[src/rtl/zx_bus_snoop.sv]
`default_nettype none
// ============================================================================
// zx_bus_snoop : captures Z80 screen-RAM writes into a FWFT FIFO, tracks border
// Revision     : 1.0
// ============================================================================
module zx_bus_snoop #(
    parameter logic [15:0] BASE_ADDR    = 16'h4000,
    parameter int          SCREEN_BYTES = 6912,
    parameter int          FIFO_DEPTH   = 4
) (
    input  logic        CLK,
    input  logic        RESET,
    input  logic [15:0] A,
    input  logic [7:0]  D,
    input  logic        MREQ,
    input  logic        IORQ,
    input  logic        WR,
    input  logic        M1,
    output logic        WR_VALID,
    input  logic        WR_READY,
    output logic [12:0] WADDR,
    output logic [7:0]  WDATA,
    output logic [2:0]  BORDER,
    output logic        OVERFLOW,
    output logic [15:0] WRITE_COUNT
);

    localparam int c_PTR_W = (FIFO_DEPTH > 1) ? $clog2(FIFO_DEPTH) : 1;
    localparam int c_CNT_W = c_PTR_W + 1;
    localparam logic [c_CNT_W-1:0] c_FULL = c_CNT_W'(FIFO_DEPTH);
    localparam logic [16:0] c_LAST = 17'(BASE_ADDR) + 17'(SCREEN_BYTES) - 17'd1;

    localparam logic [1:0] c_ST_IDLE   = 2'd0;
    localparam logic [1:0] c_ST_QUAL   = 2'd1;
    localparam logic [1:0] c_ST_ACTIVE = 2'd2;

    logic        r_wr_s1, r_wr_s2;
    logic        r_mreq_s1, r_mreq_s2;
    logic        r_iorq_s1, r_iorq_s2;
    logic        r_m1_s1, r_m1_s2;
    logic [15:0] r_a_s1, r_a_s2;
    logic [7:0]  r_d_s1, r_d_s2;
    logic [1:0]  r_prime;

    logic [1:0]  r_state;
    logic [1:0]  w_state_nxt;
    logic        w_cap_mem;
    logic        w_cap_io;

    logic [12:0]        r_mem_addr [FIFO_DEPTH];
    logic [7:0]         r_mem_data [FIFO_DEPTH];
    logic [c_PTR_W-1:0] r_wr_ptr;
    logic [c_PTR_W-1:0] r_rd_ptr;
    logic [c_CNT_W-1:0] r_count;
    logic [2:0]         r_border;
    logic               r_overflow;
    logic [15:0]        r_write_count;

    logic        w_in_range;
    logic [12:0] w_off;
    logic        w_push_req;
    logic        w_push;
    logic        w_pop;
    logic        w_full;
    logic        w_valid;

    // Strobes reset to their inactive (high) level; bus stages track the strobes
    // stage for stage so address/data are aligned with the synced WR.
    always_ff @(posedge CLK or posedge RESET) begin
        if (RESET) begin
            r_wr_s1   <= 1'b1;
            r_wr_s2   <= 1'b1;
            r_mreq_s1 <= 1'b1;
            r_mreq_s2 <= 1'b1;
            r_iorq_s1 <= 1'b1;
            r_iorq_s2 <= 1'b1;
            r_m1_s1   <= 1'b1;
            r_m1_s2   <= 1'b1;
            r_a_s1    <= 16'd0;
            r_a_s2    <= 16'd0;
            r_d_s1    <= 8'd0;
            r_d_s2    <= 8'd0;
            r_prime   <= 2'b00;
        end else begin
            r_wr_s1   <= WR;
            r_wr_s2   <= r_wr_s1;
            r_mreq_s1 <= MREQ;
            r_mreq_s2 <= r_mreq_s1;
            r_iorq_s1 <= IORQ;
            r_iorq_s2 <= r_iorq_s1;
            r_m1_s1   <= M1;
            r_m1_s2   <= r_m1_s1;
            r_a_s1    <= A;
            r_a_s2    <= r_a_s1;
            r_d_s1    <= D;
            r_d_s2    <= r_d_s1;
            r_prime   <= {r_prime[0], 1'b1};
        end
    end

    // The FSM is frozen until the synchronizer holds real samples; otherwise the
    // reset value of synced WR (high) would let ACTIVE fall to IDLE and capture
    // a write that was already in progress at reset release.
    always_comb begin
        w_state_nxt = r_state;
        w_cap_mem   = 1'b0;
        w_cap_io    = 1'b0;
        if (r_prime[1]) begin
            case (r_state)
                c_ST_IDLE: begin
                    if (!r_wr_s2)
                        w_state_nxt = c_ST_QUAL;
                end
                c_ST_QUAL: begin
                    if (r_wr_s2) begin
                        w_state_nxt = c_ST_IDLE;
                    end else begin
                        w_state_nxt = c_ST_ACTIVE;
                        if (!r_mreq_s2)
                            w_cap_mem = 1'b1;
                        else if (!r_iorq_s2 && r_m1_s2)
                            w_cap_io = 1'b1;
                    end
                end
                c_ST_ACTIVE: begin
                    if (r_wr_s2)
                        w_state_nxt = c_ST_IDLE;
                end
                default: w_state_nxt = c_ST_ACTIVE;
            endcase
        end
    end

    always_ff @(posedge CLK or posedge RESET) begin
        if (RESET)
            r_state <= c_ST_ACTIVE;
        else
            r_state <= w_state_nxt;
    end

    assign w_in_range = ({1'b0, r_a_s2} >= {1'b0, BASE_ADDR}) && ({1'b0, r_a_s2} <= c_LAST);
    // Only the low 13 bits of the offset are stored; the modular difference of
    // the low bits equals the low bits of the full difference.
    assign w_off      = r_a_s2[12:0] - BASE_ADDR[12:0];
    assign w_push_req = w_cap_mem && w_in_range;
    assign w_valid    = (r_count != '0);
    assign w_full     = (r_count == c_FULL);
    assign w_pop      = w_valid && WR_READY;
    assign w_push     = w_push_req && (!w_full || w_pop);

    always_ff @(posedge CLK or posedge RESET) begin
        if (RESET) begin
            for (int i = 0; i < FIFO_DEPTH; i++) begin
                r_mem_addr[i] <= 13'd0;
                r_mem_data[i] <= 8'd0;
            end
            r_wr_ptr      <= '0;
            r_rd_ptr      <= '0;
            r_count       <= '0;
            r_overflow    <= 1'b0;
            r_write_count <= 16'd0;
        end else begin
            if (w_push) begin
                r_mem_addr[r_wr_ptr] <= w_off;
                r_mem_data[r_wr_ptr] <= r_d_s2;
                r_wr_ptr             <= r_wr_ptr + c_PTR_W'(1);
                r_write_count        <= r_write_count + 16'd1;
            end
            if (w_pop)
                r_rd_ptr <= r_rd_ptr + c_PTR_W'(1);
            case ({w_push, w_pop})
                2'b10:   r_count <= r_count + c_CNT_W'(1);
                2'b01:   r_count <= r_count - c_CNT_W'(1);
                default: r_count <= r_count;
            endcase
            if (w_push_req && !w_push)
                r_overflow <= 1'b1;
        end
    end

    // The ULA decodes any even I/O port as its own.
    always_ff @(posedge CLK or posedge RESET) begin
        if (RESET)
            r_border <= 3'd0;
        else if (w_cap_io && !r_a_s2[0])
            r_border <= r_d_s2[2:0];
    end

    assign WR_VALID    = w_valid;
    assign WADDR       = r_mem_addr[r_rd_ptr];
    assign WDATA       = r_mem_data[r_rd_ptr];
    assign BORDER      = r_border;
    assign OVERFLOW    = r_overflow;
    assign WRITE_COUNT = r_write_count;

endmodule
`default_nettype wire

[config.mk]
export PLATFORM = sky130hd
export DESIGN_NAME = zx_bus_snoop
export DESIGN_NICKNAME = d
export VERILOG_FILES = /design/src/rtl/zx_bus_snoop.sv
export SDC_FILE = /design/constraint.sdc
export NUM_CORES = 1
export LEC_CHECK = 0
export ABC_AREA = 0
export BUFFER_PORTS_ARGS = -buffer_cell sky130_fd_sc_hd__buf_2
export CORE_ASPECT_RATIO = 1.1
export CORE_UTILIZATION = 35
export CTS_BUF_LIST = sky130_fd_sc_hd__clkbuf_8
export DETAILED_ROUTE_END_ITERATION = 6
export PLACE_DENSITY = 0.53
export SETUP_SLACK_MARGIN = 0.5
export SYNTH_ARGS = -nofsm -noshare
export SYNTH_HDL_FRONTEND = slang
export SYNTH_SLANG_ARGS = --single-unit
[constraint.sdc]
create_clock -name CLK -period 9.12 [get_ports CLK]
set_input_delay 0 -clock CLK [delete_from_list [all_inputs] [get_ports CLK]]
set_output_delay 0 -clock CLK [all_outputs]
set_load 0.005 [all_outputs]
==> results by group, run 1 <==
Synth
  – Mapped cell area: 6580 µm²
  – Gate Count Post-Synth: 391
  – Seq cells post-synth: 171
  – Yosys cell types: 37
  – Syn Area/Cell: 16.8 µm²
  – YS warnings: 0
  – Syn Nets: 428
  – Sequential area share after synthesis: between 60% and 70%

Power and ir drop
  – Pwr/cell area: ~200 nW/µm²
  – Leak pwr: roughly 0.0039 µW
  – Max VDD drop: 0.0957 mV

Drt
  – Vias per cell: 4.68
  – Remaining DRCs: 0
  – Post-Route WL: 12.0 mm
  – Vias: 3,528
  – DRT iter0 DRCs: around 110
  – Post-DR wirelength/cell: 15.9 µm
  – Post-DRT Antenna Nets: 0
  – DR pass1 iterations: 4

Timing
  – Fmax: 0.417 GHz
  – Worst Tran Pin Value: 1.03 ns
  – Final min period: 2.40 ns
  – Final hold vios: 0
  – Setup TNS: 0 ns
  – Final Setup Violations: 0
  – Max Slew Vio Count: 0
  – RSZ-0062 raised after global routing: false
  – Final period utilization: 26.3%
  – Rel. slew slack: 31.4%
  – Worst Skew: roughly 0.012 ns

Die
  – CORE AREA: 18,400 µm²
  – Height of the die: 146 µm
  – Initial Util: ~36%
  – Ports: 73
  – Die area: 19,300 µm²
  – Core Rows: 52
  – Die Span X: 133 µm

GRT
  – GRT Util Overall: 13.7%
  – Met1 GRT Util: 17.2%
  – Met3 GRT Util: 3.17%
  – Initial antenna violation count: 0
  – First-pass GRT wire length: 20.2 mm
  – Most Crowded Layer GR: met2
  – Vias in the first global route: 3,867
  – Global route overflow: 0
  – Largest net degree at the start of global routing: between 100 and 150
  – Grt met2 use: a little under a quarter

Place
  – I/O Buffers: 72
  – Placement Cell Area: 7130 µm²
  – Routability congestion estimate: 0.771
  – HPWL after detailed placement: roughly 7.5 mm

Layout
  – Antenna diodes: 0
  – Cell area after layout: 7860 µm²
  – Final net count: 535
  – Synth-to-layout area growth: 19.4%
  – Fraction of layout cells with a size suffix above 1: between 40 and 50%

Critical path
  – Crit path max fanout: 21
  – Worst Path Arrival: 2.73 ns
  – Crit Path Class: flop to flop
  – Req. time, crit path: about 9.5 ns
  – CP Launch Type: flop
  – CP Capture Type: flop

Run
  – Max-cap violations: 0

Clocking
  – CTS clk-pin slew, worst paths: 0.09 ns
  – Longest Clk Path Bufs: 2
  – H-tree Lvls: 4
  – CTS tree: yes
  – PostCTS Resize Cnt: 0
  – Cts bufs inserted: 17
  – CTS sink cnt: 171
  – Root Driver: clkbuf_8
  – Later-pin clock latency in the skew report: between 0.4 and 0.5 ns

Status
  – Status: finished clean

Min path
  – Worst hold path type: input pin to flop
final timing paths:
| check | startpoint | endpoint | slack [ns] | cells after the start |
|---|---|---|---|---|
| setup / recovery | r_count[0] | r_mem_addr[28] | 6.72 | 3 |
| hold / removal | A[12] | r_a_s1[12] | 0.17 | 2 |
| setup reg to reg | r_count[0] | r_mem_addr[28] | 6.72 | 3 |
| hold reg to reg | r_d_s1[0] | r_d_s2[0] | 0.35 | 0 |
| max in group asynchronous | RESET | r_mem_addr[43] | 7.44 | 4 |
| min in group asynchronous | RESET | r_d_s2[0] | 0.32 | 3 |
stage by stage:
step                      power [µW]  hold slack (ns)  setup WS [ns]  utilization (%)  std cells
final                           1600            0.172           6.72             42.7        754
after global routing            1690            0.154           6.54             42.7        754
after CTS                       1630            0.140           6.64             42.7        754
after detailed placement        1060            0.106           6.65             38.7        692
after global placement          1050            0.105           6.66             38.7        692
after floorplan                  991          0.00448           4.50                -        391
kinds of logic (layout without fill, tap and decap cells):
logic type	after synthesis	in the layout	share of synthesized area, %
simple gates	50	50	4.74
flops	171	171	65.2
compound gates	9	9	0.989
buf+inv	22	142	2.36
xor+xnor	20	20	2.66
mux	112	112	22.7
other cells	1	1	0.0570
fa+ha+maj	6	6	1.26
sequential cells by signal, indices dropped and copies added (netlist names), 8 cells and up:
name	count
r_d_s2	8
r_mem_addr	52
r_mem_data	32
r_a_s1	16
r_d_s1	8
WRITE_COUNT	16
r_a_s2	16
critical path, stage by stage (launching register included):
cell	delay, ns
dfrtp_1	0.45
or4b_1	0.78
nand3_2	0.64
mux2_2	0.41
cells in the mapped netlist:
cell | count | area share [%]
a21oi_1 | 3 | 0.23
and2_1 | 1 | 0.095
and3_1 | 4 | 0.38
and4_1 | 1 | 0.13
and4bb_2 | 1 | 0.19
buf_2 | 4 | 0.30
buf_4 | 2 | 0.23
buf_6 | 8 | 1.4
clkbuf_1 | 3 | 0.17
conb_1 | 1 | 0.057
dfrtp_1 | 162 | 62
dfstp_2 | 9 | 3.6
fa_1 | 1 | 0.30
ha_1 | 5 | 0.95
inv_1 | 5 | 0.29
mux2_1 | 4 | 0.68
mux2_2 | 85 | 15
mux2i_1 | 2 | 0.30
mux4_2 | 21 | 7.2
nand2_1 | 6 | 0.34
nand3_1 | 8 | 0.61
nand3_2 | 4 | 0.61
nand4_1 | 7 | 0.67
nor2_1 | 7 | 0.40
nor3_1 | 4 | 0.30
nor3b_1 | 1 | 0.11
nor4_1 | 2 | 0.19
nor4b_4 | 1 | 0.36
o211a_4 | 1 | 0.27
o211ai_1 | 1 | 0.11
o21ai_0 | 2 | 0.15
o21bai_1 | 1 | 0.11
o31ai_1 | 1 | 0.11
or3_1 | 2 | 0.19
or4b_1 | 1 | 0.15
xnor2_1 | 11 | 1.5
xor2_1 | 9 | 1.2
layout by cell type, fill, tap and decap left out, types with 3 or more instances in the layout:
cell	Yosys	final
dfrtp_1	162	162
mux2_2	85	85
buf_2	4	72
dlygate4sd3_1	0	30
mux4_2	21	21
clkbuf_8	0	17
xnor2_1	11	11
xor2_1	9	9
dfstp_2	9	9
nand3_1	8	8
inv_6	0	8
nor2_1	7	7
nand4_1	7	7
nand2_1	6	6
ha_1	5	5
nand3_2	4	4
mux2_1	4	4
inv_1	5	4
and3_1	4	4
nor3_1	4	4
a21oi_1	3	3
bufinv_16	0	3
buf_4	2	3
cell type report:
type                       count  area, µm²
sequential                   171       4290
tap                          243        304
multi-input combinational    198       2130
timing repair buffer         105        683
clock inverter                15        186
fill                        1683      10600
clock buffer                  17        234
inverter                       5       23.8
power by group:
part	internal, µW	total [µW]	switching [µW]
sequential	802	851	49.2
combinational	101	191	89.9
clock	277	560	283
total	1180	1600	422
what timing repair did:
action,CTS,global route
buffers inserted,0,0
hold endpoints to repair,137,0
hold buffers,30,0
routing by layer:
layer,vias up,wire length (µm)
li1,1620,-
met1,1834,5430
met2,57,6010
met3,17,305
met4,0,242
met5,-,0
Note: power is estimated with default switching activity, not from simulation.
==> run 2, diff against run 1 <==
Settings changed: ABC_AREA 0 to 1, PLACE_DENSITY 0.53 to 0.55.
Clock period 9.12 ns to 2.1 ns, I/O delays scaled along.
==> run 2 against run 1 <==
Sequential power grew to 4.6 times the previous value. Non-clock buffer count increased by 36. First-iteration DRC count increased to 2.8 times the previous value. Worst hold slack lost 0.0087 ns. Via count increased by 58%. Final cell count is 45% higher. Synthesized cell count is 75% higher. Area after synthesis grew 6.5%. Clock-buffer cell count is 1 higher.
==> results by group, run 2 <==
Critical path
  – CP Capture Type: output pin (was flop)
  – R2r worst-path depth: 10 (was 3)
  – Critical Path Max Stage Delay: 0.46 ns (was 0.78 ns)
  – Stages on worst setup path: 5 (was 3)
  – Crit-path leading delay family: buffers and inverters (was simple AND/OR/NAND/NOR gates)
  – CP Launch Type: flop (unchanged)
  – Worst Path Arrival: 1.79 ns (was 2.73 ns)
  – Crit path buffers/inverters: 3 (was 0)
  – Req. time, crit path: 2.10 ns (was 9.46 ns)
  – Slowest CP cell: dfrtp_2 (was or4b_1)
  – Crit Path Class: flop to output pin (was flop to flop)
  – Crit path max fanout: 30 (was 21)
  – Worst path cell trace: clkinvlp_4 -> buf_12 -> nor2_1 -> o22ai_1 -> buf_2 (was or4b_1 -> nand3_2 -> mux2_2)

Synth
  – Seq cells post-synth: 171 (unchanged)
  – YS warnings: 0 (unchanged)
  – Mapped cell area: 7010 µm² (was 6580 µm²)
  – Syn Area/Cell: 10.3 µm² (was 16.8 µm²)
  – Most numerous cell in the Yosys netlist: dfrtp_1 (unchanged)
  – Most common flop cell mapped by yosys: dfrtp_1 (unchanged)
  – Number of synthesized flops with an enable pin: 0 (unchanged)
  – Sequential area share after synthesis: 61.2% (was 65.2%)
  – Syn Nets: 720 (was 428)
  – Yosys cell types: 32 (was 37)
  – Top cells by area, synth: dfrtp_1 58%, nand2_1 8.0%, o21ai_2 5.5% (was dfrtp_1 62%, mux2_2 15%, mux4_2 7.2%)
  – Commonest cells post-synth: 162 x dfrtp_1, 150 x nand2_1, 63 x nor2_1 (was 162 x dfrtp_1, 85 x mux2_2, 21 x mux4_2)
  – Gate Count Post-Synth: 683 (was 391)
  – Leading area contributor after synthesis: dfrtp_1 (unchanged)
  – Top-area cell type share of the netlist area: 57.9% (was 61.6%)
  – Post-synthesis async set-or-reset flop share: 100% (unchanged)

Power and ir drop
  – Max VDD drop: 0.578 mV (was 0.0957 mV)
  – Pwr/cell area: 1010 nW/µm² (was 204 nW/µm²)
  – Leak pwr: 0.00433 µW (was 0.00388 µW)
  – Final Power: 9920 µW (was 1600 µW)

Layout
  – Sequential cell area: 4290 µm² (about the same)
  – Biggest register: r_mem_addr (unchanged)
  – Commonest non-fill, non-tap cell in the layout: dfrtp_1 (unchanged)
  – Antenna diodes: 0 (unchanged)
  – Fraction of layout cells with a size suffix above 1: 42.7% (was 45.0%)
  – Regs by FF count: r_mem_addr: 52 flops, r_mem_data: 32 flops (unchanged)
  – Max FFs per register: 52 (unchanged)
  – Multi-input gate area: 3340 µm² (was 2130 µm²)
  – Non-Filler Instances: 1,097 (was 754)
  – Most frequent cells in the layout: 160 x dfrtp_1, 74 x nand2_1, 72 x buf_2 (was 162 x dfrtp_1, 85 x mux2_2, 72 x buf_2)
  – Post-layout util: 50.7% (was 42.7%)
  – Final net count: 874 (was 535)
  – Synth-to-layout area growth: 40.0% (was 19.4%)
  – Fill count: 1,769 (was 1,683)

Clocking
  – Root Driver: clkbuf_8 (unchanged)
  – CTS clk-pin slew, worst paths: 0.10 ns (was 0.09 ns)
  – Later-pin clock latency in the skew report: 0.47 ns (was 0.46 ns)
  – Longest Clk Path Bufs: 2 (unchanged)
  – H-tree Lvls: 4 (unchanged)
  – CTS tree: yes (unchanged)
  – CTS sink cnt: 171 (unchanged)
  – Cts bufs inserted: 17 (unchanged)

Run
  – Max-cap violations: 0 (unchanged)

GRT
  – GRT Util Overall: 20.0% (was 13.7%)
  – Largest net degree at the start of global routing: 79 (was 117)
  – First-pass GRT wire length: 30.2 mm (was 20.2 mm)
  – Vias in the first global route: 5,431 (was 3,867)
  – Initial antenna violation count: 0 (unchanged)
  – Global route overflow: 0 (unchanged)

Timing
  – Rel. slew slack: 47.0% (was 31.4%)
  – Final Hold Slack: 0.163 ns (was 0.172 ns)
  – Setup TNS: 0 ns (unchanged)
  – Worst Skew: 0.0149 ns (was 0.0120 ns)
  – RSZ-0062 raised after global routing: true (was false)
  – Final hold vios: 0 (unchanged)
  – Final period utilization: 85.4%
  – Max Slew Vio Count: 0 (unchanged)
  – Final Setup Violations: 0 (unchanged)
  – Worst Tran Pin Value: 0.795 ns (was 1.03 ns)
  – Final min period: 1.79 ns
  – Fmax: 0.558 GHz

Die
  – Ports: 73 (unchanged)
  – Core Rows: 53 (was 52)
  – Initial Util: 36.2% (was 35.7%)
  – Height of the die: 150 µm (was 146 µm)
  – Die Span X: 137 µm (was 133 µm)
  – CORE AREA: 19,400 µm² (was 18,400 µm²)
  – Die area: 20,600 µm² (was 19,300 µm²)

Drt
  – Post-Route WL: 19.9 mm (was 12.0 mm)
  – Vias: 5,565 (was 3,528)
  – Vias per cell: 5.07 (was 4.68)
  – DRT iter0 DRCs: 296 (was 106)
  – Post-DR wirelength/cell: 18.1 µm (was 15.9 µm)
  – DR pass1 iterations: 4 (unchanged)
  – Post-DRT Antenna Nets: 0 (unchanged)
  – Remaining DRCs: 0 (unchanged)

Place
  – HPWL after detailed placement: 8.73 mm (was 7.53 mm)
  – I/O Buffers: 72 (unchanged)
  – Routability congestion estimate: 0.776 (was 0.771)
  – Placed Cells: 980 (was 692)

Min path
  – Worst hold path type: input pin to flop (unchanged)
  – Hold path cells: 2 (unchanged)

Status
  – Status: finished clean (unchanged)
run 2: cell count changes in the layout (fill, tap and decap cells not counted), moves of 21 or more:
cell | previous run | this run
nor2_1 | 7 | 55
mux2_2 | 85 | 0
nand2_1 | 6 | 74
o21ai_2 | 0 | 58
nand2_8 | 0 | 25
nand2_4 | 0 | 37
nand2_2 | 0 | 47
mux4_2 | 21 | 0
o21ai_1 | 0 | 48
inv_1 | 4 | 40
o21ai_0 | 2 | 26
run 2: final timing paths:
kind | from | end | slack [ns]
worst max-delay path | r_rd_ptr[0] | WADDR[12] | 0.31
worst min-delay path | A[4] | r_a_s1[4] | 0.16
worst max register to register | r_a_s2[14] | r_mem_addr[12] | 0.33
worst min register to register | r_d_s1[1] | r_d_s2[1] | 0.35
max in group asynchronous | RESET | r_state[1] | 1.41
min in group asynchronous | RESET | BORDER[2] | 0.19
run 2: power by group:
group          internal, µW  switching (µW)  leakage [µW]  total, µW
Sequential             3650             304       0.00218       3950
Clock                  1210            1270      0.000201       2480
Combinational          1450            2040       0.00195       3490
run 2: layer usage:
metal  vias to the layer above  wire length (µm)  track usage (%)
met5                         -                 0                0
met4                         0               673             6.98
met3                        50              1150             5.15
met2                       205              9600             32.3
met1                      2725              8420             26.1
li1                       2585                 -                -
run 2: repair_timing:
action	in CTS	in global routing
hold buffers	30	0
setup buffers	20	6
resized for setup	97	129
endpoints found under the setup margin	114	125
pin swaps	20	32
endpoints found under the hold margin	192	0
cloned	22	7
run 2: cell families (layout without fill, tap and decap cells):
family,Yosys count,after routing,synth area share (%)
AO/OA/AOI/OAI,156,156,13.9
XOR/XNOR,15,15,1.88
adder cells (fa/ha/maj),6,6,1.18
buffers and inverters,80,221,6.12
flip-flops,171,171,61.2
other,1,1,0.0535
AND/OR/NAND/NOR,254,280,15.6
run 2: per-stage QoR:
stage          setup WS, ns  area, µm²
3_5_place_dp          0.285       7560
3_3_place_gp          0.301       7560
5_1_grt               0.236       9810
2_1_floorplan       -0.0754       7020
4_1_cts               0.351       9190
6_report              0.306       9810
run 2: layout make-up:
type | count | area share (%)
multi-input cells | 458 | 34.0
flip-flops and latches | 171 | 43.8
repair buffers | 141 | 12.9
well taps | 247 | 3.15
clock buffers | 18 | 2.53
clock inverters | 14 | 1.73
inverters | 48 | 1.95
